### src/rtl/id_fetch_queue.sv
// ---------------------------------------------------------------------------
// id_fetch_queue
//   Instruction queue between fetch and decode. Holds up to DEPTH fetched
//   instructions with their PC, branch-delay flag and fetch exception code.
//   The head entry is presented to decode together with PC+4/PC+8 and an
//   exception code that merges the fetch exception with a reserved-
//   instruction check. A flush discards every buffered entry.
//
// Ports
//   clk        rising-edge clock
//   reset      asynchronous active-high reset
//   in_valid   fetch presents an entry
//   in_ready   queue accepts an entry this cycle
//   in_instr   fetched instruction word
//   in_pc      PC of the fetched instruction
//   in_bd      instruction sits in a branch delay slot
//   in_exc     fetch exception code (0 = none)
//   flush      synchronous discard of all entries
//   out_ready  decode accepts the head entry
//   out_valid  head entry present
//   IR_D       head instruction (0 when empty)
//   PC_D       head PC, or PC of the last dequeued entry when empty
//   PC4_D      PC_D + 4
//   PC8_D      PC_D + 8
//   BD_D       head delay-slot flag (0 when empty)
//   excode_D   head exception code (0 when empty)
//   count      current occupancy
// ---------------------------------------------------------------------------
module id_fetch_queue #(
  parameter int unsigned DEPTH    = 2,
  parameter bit          RI_CHECK = 1'b1,
  parameter logic [4:0]  EXC_RI   = 5'd10,
  parameter logic [31:0] RESET_PC = 32'h0000_3000
) (
  input  logic                       clk,
  input  logic                       reset,
  input  logic                       in_valid,
  output logic                       in_ready,
  input  logic [31:0]                in_instr,
  input  logic [31:0]                in_pc,
  input  logic                       in_bd,
  input  logic [4:0]                 in_exc,
  input  logic                       flush,
  input  logic                       out_ready,
  output logic                       out_valid,
  output logic [31:0]                IR_D,
  output logic [31:0]                PC_D,
  output logic [31:0]                PC4_D,
  output logic [31:0]                PC8_D,
  output logic                       BD_D,
  output logic [4:0]                 excode_D,
  output logic [$clog2(DEPTH+1)-1:0] count
);

  localparam int PW = $clog2(DEPTH);
  localparam int CW = $clog2(DEPTH + 1);

  typedef struct packed {
    logic [31:0] instr;
    logic [31:0] pc;
    logic        bd;
    logic [4:0]  exc;
  } entry_t;

  entry_t          mem_q [DEPTH];
  entry_t          mem_d [DEPTH];
  logic [PW-1:0]   wr_ptr_q, wr_ptr_d;
  logic [PW-1:0]   rd_ptr_q, rd_ptr_d;
  logic [CW-1:0]   count_q,  count_d;
  logic [31:0]     last_pc_q, last_pc_d;

  entry_t          head;
  logic            push;
  logic            pop;
  logic            recognised;

  // Decode-time legality check of a MIPS-I subset plus mfc0/mtc0/eret.
  function automatic logic is_recognised(input logic [31:0] w);
    logic ok;
    ok = 1'b0;
    case (w[31:26])
      6'h00: begin
        case (w[5:0])
          6'h00, 6'h02, 6'h03, 6'h04, 6'h06, 6'h07,   // shifts
          6'h08, 6'h09,                               // jr, jalr
          6'h10, 6'h11, 6'h12, 6'h13,                 // mfhi, mthi, mflo, mtlo
          6'h18, 6'h19, 6'h1A, 6'h1B,                 // mult/multu/div/divu
          6'h20, 6'h21, 6'h22, 6'h23,                 // add/addu/sub/subu
          6'h24, 6'h25, 6'h26, 6'h27,                 // and/or/xor/nor
          6'h2A, 6'h2B:                               // slt/sltu
            ok = 1'b1;
          default: ok = 1'b0;
        endcase
      end
      6'h01:  ok = (w[20:16] == 5'd0) || (w[20:16] == 5'd1);
      6'h10:  ok = (w[25:21] == 5'd0) || (w[25:21] == 5'd4) ||
                   (w == 32'h4200_0018);
      6'h02, 6'h03, 6'h04, 6'h05, 6'h06, 6'h07,       // j jal beq bne blez bgtz
      6'h08, 6'h09, 6'h0A, 6'h0B, 6'h0C, 6'h0D,       // addi .. ori
      6'h0E, 6'h0F,                                   // xori lui
      6'h20, 6'h21, 6'h23, 6'h24, 6'h25,              // lb lh lw lbu lhu
      6'h28, 6'h29, 6'h2B:                            // sb sh sw
        ok = 1'b1;
      default: ok = 1'b0;
    endcase
    return ok;
  endfunction

  assign head      = mem_q[rd_ptr_q];
  assign out_valid = (count_q != '0);
  // A full queue can still accept when decode drains the head this cycle.
  assign in_ready  = (count_q < CW'(DEPTH)) | out_ready;
  assign push      = in_valid & in_ready;
  assign pop       = out_valid & out_ready;

  // NOTE: combinational logic uses blocking '=' and assigns every output a
  // default first, so no path leaves a signal unassigned and no latch forms.
  always_comb begin
    wr_ptr_d  = wr_ptr_q;
    rd_ptr_d  = rd_ptr_q;
    count_d   = count_q;
    last_pc_d = last_pc_q;
    mem_d     = mem_q;

    if (flush) begin
      // Flush wins over push and pop: the incoming entry is dropped and
      // last_pc keeps the PC of the last entry decode actually consumed.
      count_d  = '0;
      rd_ptr_d = wr_ptr_q;
    end else begin
      if (push) begin
        mem_d[wr_ptr_q] = '{instr: in_instr, pc: in_pc, bd: in_bd, exc: in_exc};
        wr_ptr_d        = wr_ptr_q + 1'b1;
      end
      if (pop) begin
        rd_ptr_d  = rd_ptr_q + 1'b1;
        last_pc_d = head.pc;
      end
      case ({push, pop})
        2'b10:   count_d = count_q + 1'b1;
        2'b01:   count_d = count_q - 1'b1;
        default: count_d = count_q;
      endcase
    end
  end

  // NOTE: sequential state uses non-blocking '<=' so every flop samples
  // the pre-edge values regardless of statement order.
  always_ff @(posedge clk or posedge reset) begin
    if (reset) begin
      wr_ptr_q  <= '0;
      rd_ptr_q  <= '0;
      count_q   <= '0;
      last_pc_q <= RESET_PC;
    end else begin
      wr_ptr_q  <= wr_ptr_d;
      rd_ptr_q  <= rd_ptr_d;
      count_q   <= count_d;
      last_pc_q <= last_pc_d;
    end
  end

  // NOTE: the entry storage is deliberately left unreset; every output it
  // feeds is gated by out_valid, so stale contents are never observed.
  always_ff @(posedge clk) begin
    mem_q <= mem_d;
  end

  assign recognised = is_recognised(head.instr);

  always_comb begin
    excode_D = 5'd0;
    if (out_valid) begin
      if (head.exc != 5'd0)             excode_D = head.exc;
      else if (RI_CHECK && !recognised) excode_D = EXC_RI;
    end
  end

  assign IR_D  = out_valid ? head.instr : 32'h0;
  assign PC_D  = out_valid ? head.pc    : last_pc_q;
  assign BD_D  = out_valid & head.bd;
  assign PC4_D = PC_D + 32'd4;
  assign PC8_D = PC_D + 32'd8;
  assign count = count_q;

endmodule

### config.mk
export PLATFORM = sky130hd
export DESIGN_NAME = id_fetch_queue
export DESIGN_NICKNAME = d
export VERILOG_FILES = /design/src/rtl/id_fetch_queue.sv
export SDC_FILE = /design/constraint.sdc
export NUM_CORES = 1
export LEC_CHECK = 0
export BUFFER_PORTS_ARGS = -buffer_cell sky130_fd_sc_hd__buf_2
export CORE_AREA = 2 2 198 103
export CTS_CLUSTER_SIZE = 28
export DETAILED_ROUTE_END_ITERATION = 10
export DIE_AREA = 0 0 200 105
export GPL_TIMING_DRIVEN = 0
export PLACE_DENSITY = 0.69
export REMOVE_ABC_BUFFERS = 1
export SETUP_SLACK_MARGIN = 0.02
export SKIP_CTS_REPAIR_TIMING = 1
export SYNTH_ARGS = -nofsm -noshare
export SYNTH_HDL_FRONTEND = slang
export SYNTH_SLANG_ARGS = --single-unit
### constraint.sdc
create_clock -name clk -period 12.3 [get_ports clk]
set_input_delay 0 -clock clk [delete_from_list [all_inputs] [get_ports clk]]
set_output_delay 0 -clock clk [all_outputs]
set_load 0.03 [all_outputs]
# After elaboration in Yosys (flattened, before gate mapping)
# Memories as Yosys holds them, arrays and structs flattened.
# Index checks and enable logic that the tools add are counted.
# op_classes
add_sub_neg	6
order_cmp	4
eq_ne	29
muxes	16
bitwise	7
reduce_logical	14
# op_table
cell	count
70-bit two-way mux	4
140-bit bitwise mux	1
70-bit demux with 1-bit select	1
32-bit two-way mux	2
6-bit by 4-bit equality test with 1-bit output (second input constant)	8
6-bit equality test (second input constant)	8
32-bit by 3-bit adder with 32-bit output (second input constant)	1
32-bit by 4-bit adder with 32-bit output (second input constant)	1
32-bit by 31-bit equality test with 1-bit output (second input constant)	1
6-bit by 3-bit equality test with 1-bit output (second input constant)	4
22-bit OR reduction	1
6-bit by 2-bit equality test with 1-bit output (second input constant)	2
5-bit zero test	2
5-bit two-way mux	2
6-bit by 1-bit equality test with 1-bit output (second input constant)	1
6-bit by 5-bit equality test with 1-bit output (second input constant)	1
6-bit zero test	1
5-bit by 1-bit equality test with 1-bit output (second input constant)	1
5-bit by 3-bit equality test with 1-bit output (second input constant)	1
5-bit nonzero test	1
2-bit greater-or-equal comparator (second input constant)	2
4-bit two-way mux	1
1-bit inverter with 2-bit output	2
1-bit one-hot mux with 4 select lines	1
18 further kinds	26
# totals
regBits	176
rom_bits	64
output_inout_bits	138
mem_count	1
# memory_table
name	depth	width	read_ports	rd_ports_with_merged_regs	wr	line	text
(no name shown)	64	1	1	0	0	83	case (w[5:0])

# Depth between registers and ports, before layout
# Gate-level depths: netlist (run 1).
# logic_depth
depth_word	11
mapped_depth	14
mapped_depth_nobuf	12

# Worst setup path after synthesis (run 1)
# OpenSTA, ideal clock, no wires.
# synth_path
path_kind	register -> register
start	reg count_q[1], in the netlist count[1]
end	reg mem_q[0] (netlist bit) (enable)
arrival_time_ns	4.269
path_slack_ns	7.533
path_stages_with_launch	6
path_buffers	2
cell_sequence	dfrtp_1 buf_2 buf_2 nand2_1 nand3b_1 nor2_1
# synth_via
elab_chain_len	4
# synth_lines
item	line	text
start: declaration	69	logic [CW-1:0] count_q, count_d;
start signal: assignment	158	count_q <= count_d;
2-bit < comparator	112	assign in_ready = (count_q < CW'(DEPTH)) | out_ready;
1-bit OR	112	
named net in_ready	38	output logic in_ready,
1-bit bitwise AND	113	assign push = in_valid & in_ready;
2-bit AND reduction (no line)	-	
end signal: assignment	166	mem_q <= mem_d;
end: declaration	65	entry_t mem_q [DEPTH];
# The timed path passes the listed nets, and every way through them passes these cells.
# A chain may end at the register's enable or synchronous reset.

# Worst setup path in the final report (run 1)
# layout_path
start	reg count_q[0], in the netlist count[0]
end	out PC4_D[23]
# layout_via
elab_chain_len	3
# layout_lines
item	line	text
2-bit nonzero test	110	assign out_valid = (count_q != '0);
32-bit two-way mux	180	assign PC_D = out_valid ? head.pc : last_pc_q;
32-bit by 3-bit adder with 32-bit output	182	assign PC4_D = PC_D + 32'd4;
end: declaration	48	output logic [31:0] PC4_D,
# No other way between the ends.

==> results.tsv, run 1 <==
stage	metric	value	unit
clock_tree	clk sinks	176	
setup_path	worst reg2reg path depth	7	
sta	Slew HR	0.08128	
synth	xor and xnor fraction of the mapped netlist area	0.06056	
sta	RSZ-0062 raised after global routing	no	
floorplan	row cnt	36	
status	status	complete, but fails checks	
synth	ys flop type	edfxtp_1	
sta	setup TNS	0	ns
setup_path	Worst EP arrival	5.59	ns
setup_path	CP peak stage delay	1.24	ns
synth	post-synthesis adder-cell area fraction	0.002933	
routing	Routed WL	23130	um
grt	global route overflow	0	
setup_path	critical path class	flop to output pin	
hold_path	Hold Crit Endpoint	count[1]	
setup_path	Crit path max-delay family	buffers and inverters	
sta	transition time of the tightest slew-check pin	1.378	ns
grt	initial antenna violation count	1	
sta	fin crit period	5.587	ns
power_and_ir_drop	Peak VDD IR	0.1556	mV
final_layout	fillers	1612	
power_and_ir_drop	Leakage Power	4.467	nW
setup_path	R2R Setup Slk	8.47	ns
grt	gr usage total	0.2166	
synth	Synth Register Bits	176	
floorplan	DIE AREA	0.02100	mm2
setup_path	Startpoint Class	flop	
grt	first-pass GRT wire length	33930	um
setup_path	WP data required	12.30	ns
floorplan	Die H	105	um
sta	Hold Slack	-0.005901	ns
power_and_ir_drop	PD cells	216.3	mW/mm2
power_and_ir_drop	Pwr Total	2.435	mW
setup_path	crit-path cells	nor2_4 > buf_12 > inv_2 > o21ai_0 > inv_1 > ha_1 > o31a_1 > o21ai_0 > nor4_4 > nand4_4 > nor3_1 > xnor2_1 > buf_2	
clock_tree	register clock-pin slew on the reported worst setup and hold paths	0.06	ns
setup_path	Crit Reg-Reg Endpoint	last_pc_q[4]	
final_layout	Layout area overhead	31.95	%
place	gpl congestion	0.7931	
sta	fin crit share	0.4542	
synth	mux cell area share after synthesis	0.08504	
routing	Initial DRC Count	407	
final_layout	share of post-route cells with drive strength above 1	0.2783	
routing	Final ANT Viol Nets	0	
sta	Final Slew Violations	0	
clock_tree	Skew-Pair Late Insertion Delay	0.42	ns
clock_tree	Max clock buf depth	2	
sta	Setup Viol. Count Final	0	
clock_tree	H-tree depth	4	
synth	post-synthesis sequential area ratio	0.5985	
hold_path	Worst Hold Depth	4	
floorplan	Core ar.	0.01914	mm2
setup_path	CP dominant cell by count	o21ai_0	
synth	synth unique cells	57	
place	pre-CTS setup slack	7.224	ns
sta	Final Hold Viols	1	
final_layout	Final Util	0.5882	
hold_path	hold crit path type	input port to flop	
routing	vias per cell	5.210	
synth	Syn Inst Count	709	
setup_path	FF-to-FF Start	count[0]	
setup_path	Critical path origin	count[0]	
routing	drt drc	0	
synth	number of synthesized flops with an enable pin	140	
synth	Synth Warn #	0	
sta	post-layout worst setup margin	6.713	ns
setup_path	CP endpoint kind	output pin	
grt	vias in the first global route	5993	
floorplan	Initial Util	0.4458	
setup_path	CP max FO	41	
sta	f_max	179.0	MHz
hold_path	Hold Path Origin	out_ready	
routing	routed length per placed instance	18.27	um
synth	async set or reset register ratio after synthesis	0.2045	
setup_path	worst path bufs/invs	4	
routing	via count	6596	
synth	largest family of logic cells by synthesized area	simple AND/OR/NAND/NOR gates	
grt	pin count of the biggest net entering global routing	53	
synth	Synth Area in Compound Gates	0.07009	
clock_tree	CTS tree	yes	
clock_tree	CTS Buf Count	17	
run	max-cap viol count	0	
final_layout	Layout Nets	1063	
status	failing checks	hold timing	
clock_tree	CTS root buf	clkbuf_16	
floorplan	die width	200	um
routing	drt first pass iters	5	
sta	Worst Skew	0.005480	ns
floorplan	Ports	213	
setup_path	slowest library cell on the worst path	dfrtp_1	
synth	Syn Area/Cell	12.04	um2
place	# port buffers	212	
place	DP HPWL	16010	um
synth	simple-gate share of the synthesized area	0.1431	
synth	mapped cell area	0.008533	mm2
==> routing by layer <==
| layer | GRT usage | vias to the layer above | share of wire |
|---|---|---|---|
| li1 | - | 3133 | - |
| met1 | 0.3311 | 3247 | 0.50 |
| met2 | 0.3065 | 204 | 0.44 |
| met3 | 0.06101 | 12 | 0.063 |
| met4 | 0.03862 | 0 | 0.0042 |
| met5 | 0 | - | 0 |
==> registers in the layout (all words and copies together), names as in the netlist <==
signal / flops
count: 2
last_pc_q: 32
rd_ptr_q: 1
mem_q: 140
wr_ptr_q: 1
==> cells in the mapped netlist, drive strengths merged (2+ instances only) <==
library cell	number	area, um2
or4	3	30.03
nor2b	2	12.51
nor2	97	366.6
edfxtp	140	4204
nand3	12	60.06
a21oi	37	185.2
nor4b	4	35.03
inv	36	135.1
nand3b	2	15.01
mux2	4	45.04
o22ai	3	18.77
nand4	8	65.06
mux2i	68	680.7
nand2	32	120.1
buf	26	170.2
a2111oi	3	26.28
a21o	25	195.2
dfrtp	34	850.8
o21ai	10	50.04
xnor2	58	508.0
nor3	45	230.2
dfstp	2	52.55
o31ai	2	15.01
nand2b	3	18.77
a22oi	3	22.52
clkbuf	9	33.78
ha	2	25.02
nor4	23	229.0
==> power breakdown <==
| group | internal, mW | switching, mW | leakage, nW |
|---|---|---|---|
| sequential | 0.745 | 0.0788 | 1.69 |
| clock | 0.334 | 0.228 | 0.289 |
| combinational | 0.345 | 0.705 | 2.49 |
==> cells in the final DEF, fill, tap and decap left out, types with 6 or more instances in the layout <==
cell type      Yosys  layout
buf_2             16     212
edfxtp_1         140     140
nor2_1            96      93
dlygate4sd3_1      0      74
mux2i_1           68      68
xnor2_1           58      58
nor3_1            44      44
a21oi_1           37      37
inv_1             35      34
dfrtp_1           34      33
nand2_1           32      32
a21o_1            24      24
clkbuf_16          0      18
nor4_1            15      15
nand3_1           12      12
o21ai_0            9       9
nand4_1            7       7
buf_12             0       6
==> metrics by stage <==
step                      instances  instance area (um2)
after floorplan                 674                 8329
after global placement         1152                 9723
after detailed placement       1159                 9902
after CTS                      1191                10520
after global routing           1266                11260
final                          1266                11260
==> worst reg2reg max path, stage by stage (launching register included) <==
cell	delay (ns)
dfrtp_1	1.24
nor2_4	0.12
buf_12	0.23
inv_2	0.70
nand2_1	0.28
nor2_4	0.46
buf_12	0.28
mux2_2	0.40
==> final cells by class <==
| class | count | area [um2] | share of cell area |
|---|---|---|---|
| Inverter | 36 | 135.1 | 0.01200 |
| Tap cell | 266 | 332.8 | 0.02956 |
| Clock inverter | 11 | 152.6 | 0.01356 |
| Sequential cell | 176 | 5111 | 0.4539 |
| Multi-Input combinational cell | 462 | 3114 | 0.2766 |
| Antenna cell | 1 | 2.502 | 0.0002222 |
| Clock buffer | 21 | 461.7 | 0.04100 |
| Timing Repair Buffer | 293 | 1949 | 0.1731 |
==> cell families after synthesis <==
kind of cell    after synthesis
buf+inv                      71
xor+xnor                     59
simple gates                236
flops                       176
mux                          72
fa+ha+maj                     2
compound gates               93
==> worst max path at each step <==
stage / endpoint / depth (start not counted)
final: PC4_D[23] / 13
after global routing: PC4_D[23] / 13
after CTS: PC4_D[23] / 13
after detailed placement: PC4_D[23] / 13
after global placement: PC4_D[23] / 12
after floorplan: PC4_D[19] / 11
(Power assumes the default switching activity.)
==> run 2, diff against run 1 <==
--- a/config.mk
+++ b/config.mk
@@ -5,13 +5,14 @@
 export SDC_FILE = /design/constraint.sdc
 export NUM_CORES = 1
 export LEC_CHECK = 0
+export ABC_AREA = 1
 export BUFFER_PORTS_ARGS = -buffer_cell sky130_fd_sc_hd__buf_2
-export CORE_AREA = 2 2 198 103
+export CORE_AREA = 2 2 206 107
 export CTS_CLUSTER_SIZE = 28
 export DETAILED_ROUTE_END_ITERATION = 10
-export DIE_AREA = 0 0 200 105
+export DIE_AREA = 0 0 208 109
 export GPL_TIMING_DRIVEN = 0
-export PLACE_DENSITY = 0.69
+export PLACE_DENSITY = 0.68
 export REMOVE_ABC_BUFFERS = 1
 export SETUP_SLACK_MARGIN = 0.02
 export SKIP_CTS_REPAIR_TIMING = 1
==> constraint.sdc (replaced) <==
create_clock -name clk -period 5.5 [get_ports clk]
set_input_delay 0 -clock clk [delete_from_list [all_inputs] [get_ports clk]]
set_output_delay 0 -clock clk [all_outputs]
set_load 0.03 [all_outputs]
==> run 2 against run 1 <==
  * Sequential share of layout area fell by 2.3 points
  * Sequential power rose by 120%
  * Flip-flop and latch count did not move
  * Synthesized cell count rose by 50%
  * Power rose to 2.9 times the previous value
  * Non-clock buffer count did not move
  * Critical path depth fell by 1
  * The run now ends clean
  * Core utilization fell by 2.4 points
  * Combinational power rose to 3.9 times the previous value
  * Register-to-register slack got worse by 5.3 ns
  * Via count rose by 18%
==> results.tsv, run 2 <==
stage	metric	value	unit	change
floorplan	Ports	213		unchanged
floorplan	Initial Util	0.4372		was 0.4458
synth	most frequent cell after synthesis	nand2_1		was edfxtp_1
setup_path	Worst EP arrival	4.01	ns	was 5.59 ns
synth	Syn Inst Count	1063		was 709
power_and_ir_drop	combinational fraction of design power	0.579		was 0.431
routing	drt drc	0		unchanged
floorplan	Die H	109	um	was 105 um
sta	fin crit period	4.015	ns	
final_layout	Antenna Cells	0		was 1
final_layout	max reg flops	140		unchanged
sta	RSZ-0062 raised after global routing	no		unchanged
routing	vias per cell	4.790		was 5.210
final_layout	fin cells	1631		was 1266
setup_path	WP data required	5.50	ns	was 12.30 ns
floorplan	row cnt	38		was 36
place	gpl congestion	0.8994		was 0.7931
clock_tree	H-tree depth	4		unchanged
power_and_ir_drop	Cell Int Power	3.344	mW	was 1.424 mW
clock_tree	Max clock buf depth	2		unchanged
setup_path	Startpoint Class	flop		unchanged
setup_path	CP endpoint kind	output pin		unchanged
synth	post-synthesis sequential area ratio	0.5558		was 0.5985
power_and_ir_drop	Leakage Power	5.496	nW	was 4.467 nW
final_layout	share of post-route cells with drive strength above 1	0.2576		was 0.2783
sta	transition time of the tightest slew-check pin	0.9244	ns	was 1.378 ns
grt	global route overflow	0		unchanged
final_layout	Layout Nets	1415		was 1063
grt	initial antenna violation count	0		was 1
grt	pin count of the biggest net entering global routing	71		was 53
place	# port buffers	212		unchanged
power_and_ir_drop	Pwr Total	6.998	mW	was 2.435 mW
final_layout	Layout area overhead	29.03	%	was 31.95%
synth	synth unique cells	35		was 57
clock_tree	register clock-pin slew on the reported worst setup and hold paths	0.07	ns	was 0.06 ns
floorplan	DIE AREA	0.02267	mm2	was 0.02100 mm2
synth	Synth area leaders	edfxtp_1 (46%), nand2_1 (17%), dfrtp_1 (9.3%), inv_1 (4.6%), nor2_1 (3.1%)		was edfxtp_1 (49%), dfrtp_1 (10%), mux2i_1 (8.0%), xnor2_1 (6.0%), nor2_1 (4.2%)
floorplan	Core ar.	0.02102	mm2	was 0.01914 mm2
hold_path	hold crit path type	input port to asynchronous set/reset pin		was input port to flop
sta	Hold Slack	0.02745	ns	was -0.005901 ns
sta	Final Slew Violations	0		unchanged
place	Post-DP Area	0.01056	mm2	was 0.009902 mm2
synth	Yosys top cell by area	edfxtp_1		unchanged
setup_path	CP max FO	37		was 41
power_and_ir_drop	Net Sw Frac	0.5222		was 0.4154
synth	mapped cell area	0.009189	mm2	was 0.008533 mm2
final_layout	commonest cells after routing, fill and taps aside	nand2_1 (423), buf_2 (212), edfxtp_1 (140)		was buf_2 (212), edfxtp_1 (140), nor2_1 (93)
clock_tree	CTS Buf Count	17		unchanged
routing	Initial DRC Count	736		was 407
synth	async set or reset register ratio after synthesis	0.2045		unchanged
sta	Final Hold Viols	0		was 1
routing	via count	7813		was 6596
synth	Syn Area/Cell	8.644	um2	was 12.04 um2
sta	f_max	249.1	MHz	
sta	fin crit share	0.7299		
power_and_ir_drop	Peak VDD IR	0.3978	mV	was 0.1556 mV
final_layout	commonest non-fill, non-tap cell in the layout	nand2_1		was buf_2
power_and_ir_drop	NetSw	3.654	mW	was 1.012 mW
sta	Worst Skew	0.01054	ns	was 0.005480 ns
setup_path	Critical path origin	count[0]		unchanged
grt	gr usage total	0.2251		was 0.2166
clock_tree	CTS root buf	clkbuf_16		unchanged
synth	ys flop type	edfxtp_1		unchanged
power_and_ir_drop	Reg power frac	0.256		was 0.338
synth	Synth Warn #	0		unchanged
grt	vias in the first global route	6812		was 5993
routing	drt first pass iters	5		unchanged
final_layout	Final Util	0.5642		was 0.5882
final_layout	Largest Register	mem_q		unchanged
place	dpl cells	1526		was 1159
run	max-cap viol count	0		unchanged
grt	first-pass GRT wire length	38190	um	was 33930 um
synth	number of synthesized flops with an enable pin	140		unchanged
clock_tree	clk sinks	176		unchanged
final_layout	fillers	1855		was 1612
setup_path	critical path class	flop to output pin		unchanged
clock_tree	Skew-Pair Late Insertion Delay	0.42	ns	about the same
synth	Synth Register Bits	176		unchanged
power_and_ir_drop	Clk pwr share	0.165		was 0.231
place	DP HPWL	18540	um	was 16010 um
routing	Routed WL	25800	um	was 23130 um
status	status	completed		was complete, but fails checks
setup_path	FF-to-FF Start	count[0]		unchanged
sta	Setup Viol. Count Final	0		unchanged
sta	Slew HR	0.3822		was 0.08128
clock_tree	CTS tree	yes		unchanged
power_and_ir_drop	PD cells	590.2	mW/mm2	was 216.3 mW/mm2
synth	commonest cells in the synthesized netlist	nand2_1 (423), edfxtp_1 (140), inv_1 (113)		was edfxtp_1 (140), nor2_1 (96), mux2i_1 (68)
routing	routed length per placed instance	15.82	um	was 18.27 um
routing	Final ANT Viol Nets	0		unchanged
floorplan	die width	208	um	was 200 um
synth	area share of the largest cell type after synthesis	0.4575		was 0.4927
final_layout	fin area	0.01186	mm2	was 0.01126 mm2
[run 2: cell count changes after synthesis, sizes merged, moves of 29 or more]
cell,previous run,this run
nor3,45,2
mux2i,68,3
nand2,32,428
inv,36,135
xor2,1,31
o21ai,10,63
xnor2,58,0
nand3,12,41
[run 2: worst max-delay path, cell delays in order (launching register included)]
cell     delay, ns
dfrtp_1       0.45
nor2_4        0.74
buf_12        0.29
buf_12        0.21
nand2_1       0.08
o21ai_2       0.20
inv_1         0.26
ha_1          0.33
inv_1         0.18
nor2_4        0.08
nand2_1       0.21
xor2_1        0.27
buf_2         0.25
[run 2: worst paths after layout]
check	end	cells after the start	slack, ns
min in group clk	rd_ptr_q	5	0.07
setup / recovery	PC4_D[7]	12	1.49
setup reg to reg	last_pc_q[13]	7	3.13
max in group asynchronous	last_pc_q[13]	4	4.96
hold / removal	count[1]	3	0.03
hold reg to reg	last_pc_q[4]	1	0.51
[run 2: cells by family after synthesis]
kind of cell             count (synthesis)  synth area share
XOR/XNOR                                31           0.02955
buffers and inverters                  172           0.08020
adder cells (fa/ha/maj)                  2          0.002723
flip-flops                             176            0.5558
multiplexers                             3          0.003268
AO/OA/AOI/OAI                           86           0.05814
AND/OR/NAND/NOR                        593            0.2703
[run 2: layer usage]
metal  up-vias  GRT usage  wire (um)
met3        14    0.07921       2525
li1       3891          -          -
met5         -          0          0
met1      3622     0.3442      12320
met2       286     0.3097      10860
met4         0    0.03141        100
[run 2: power by group through the flow]
| stage | clock network [mW] | registers (mW) | logic (mW) |
|---|---|---|---|
| finish | 1.16 | 1.79 | 4.05 |
| floorplan | 0 | 1.83 | 2.72 |
| CTS | 1.17 | 1.79 | 4.00 |
| global route | 1.24 | 1.81 | 4.38 |
| global placement | 0 | 1.88 | 3.88 |
| detailed placement | 0 | 1.82 | 3.99 |
[run 2: area by class of cell]
cell class,count,area [um2],share of cell area
sequential,176,5111,0.4311
multi-input combinational,715,3359,0.2833
timing repair buffer,293,1969,0.1661
inverter,135,509.2,0.04295
clock buffer,20,457.9,0.03862
tap,280,350.3,0.02955
clock inverter,12,98.84,0.008337
[run 2: through the flow]
stage	TNS [ns]	setup WS, ns
detailed placement	0	1.902
global route	0	1.111
finish	0	1.485
floorplan	0	1.013
global placement	-176.78	-1.049
CTS	0	1.455
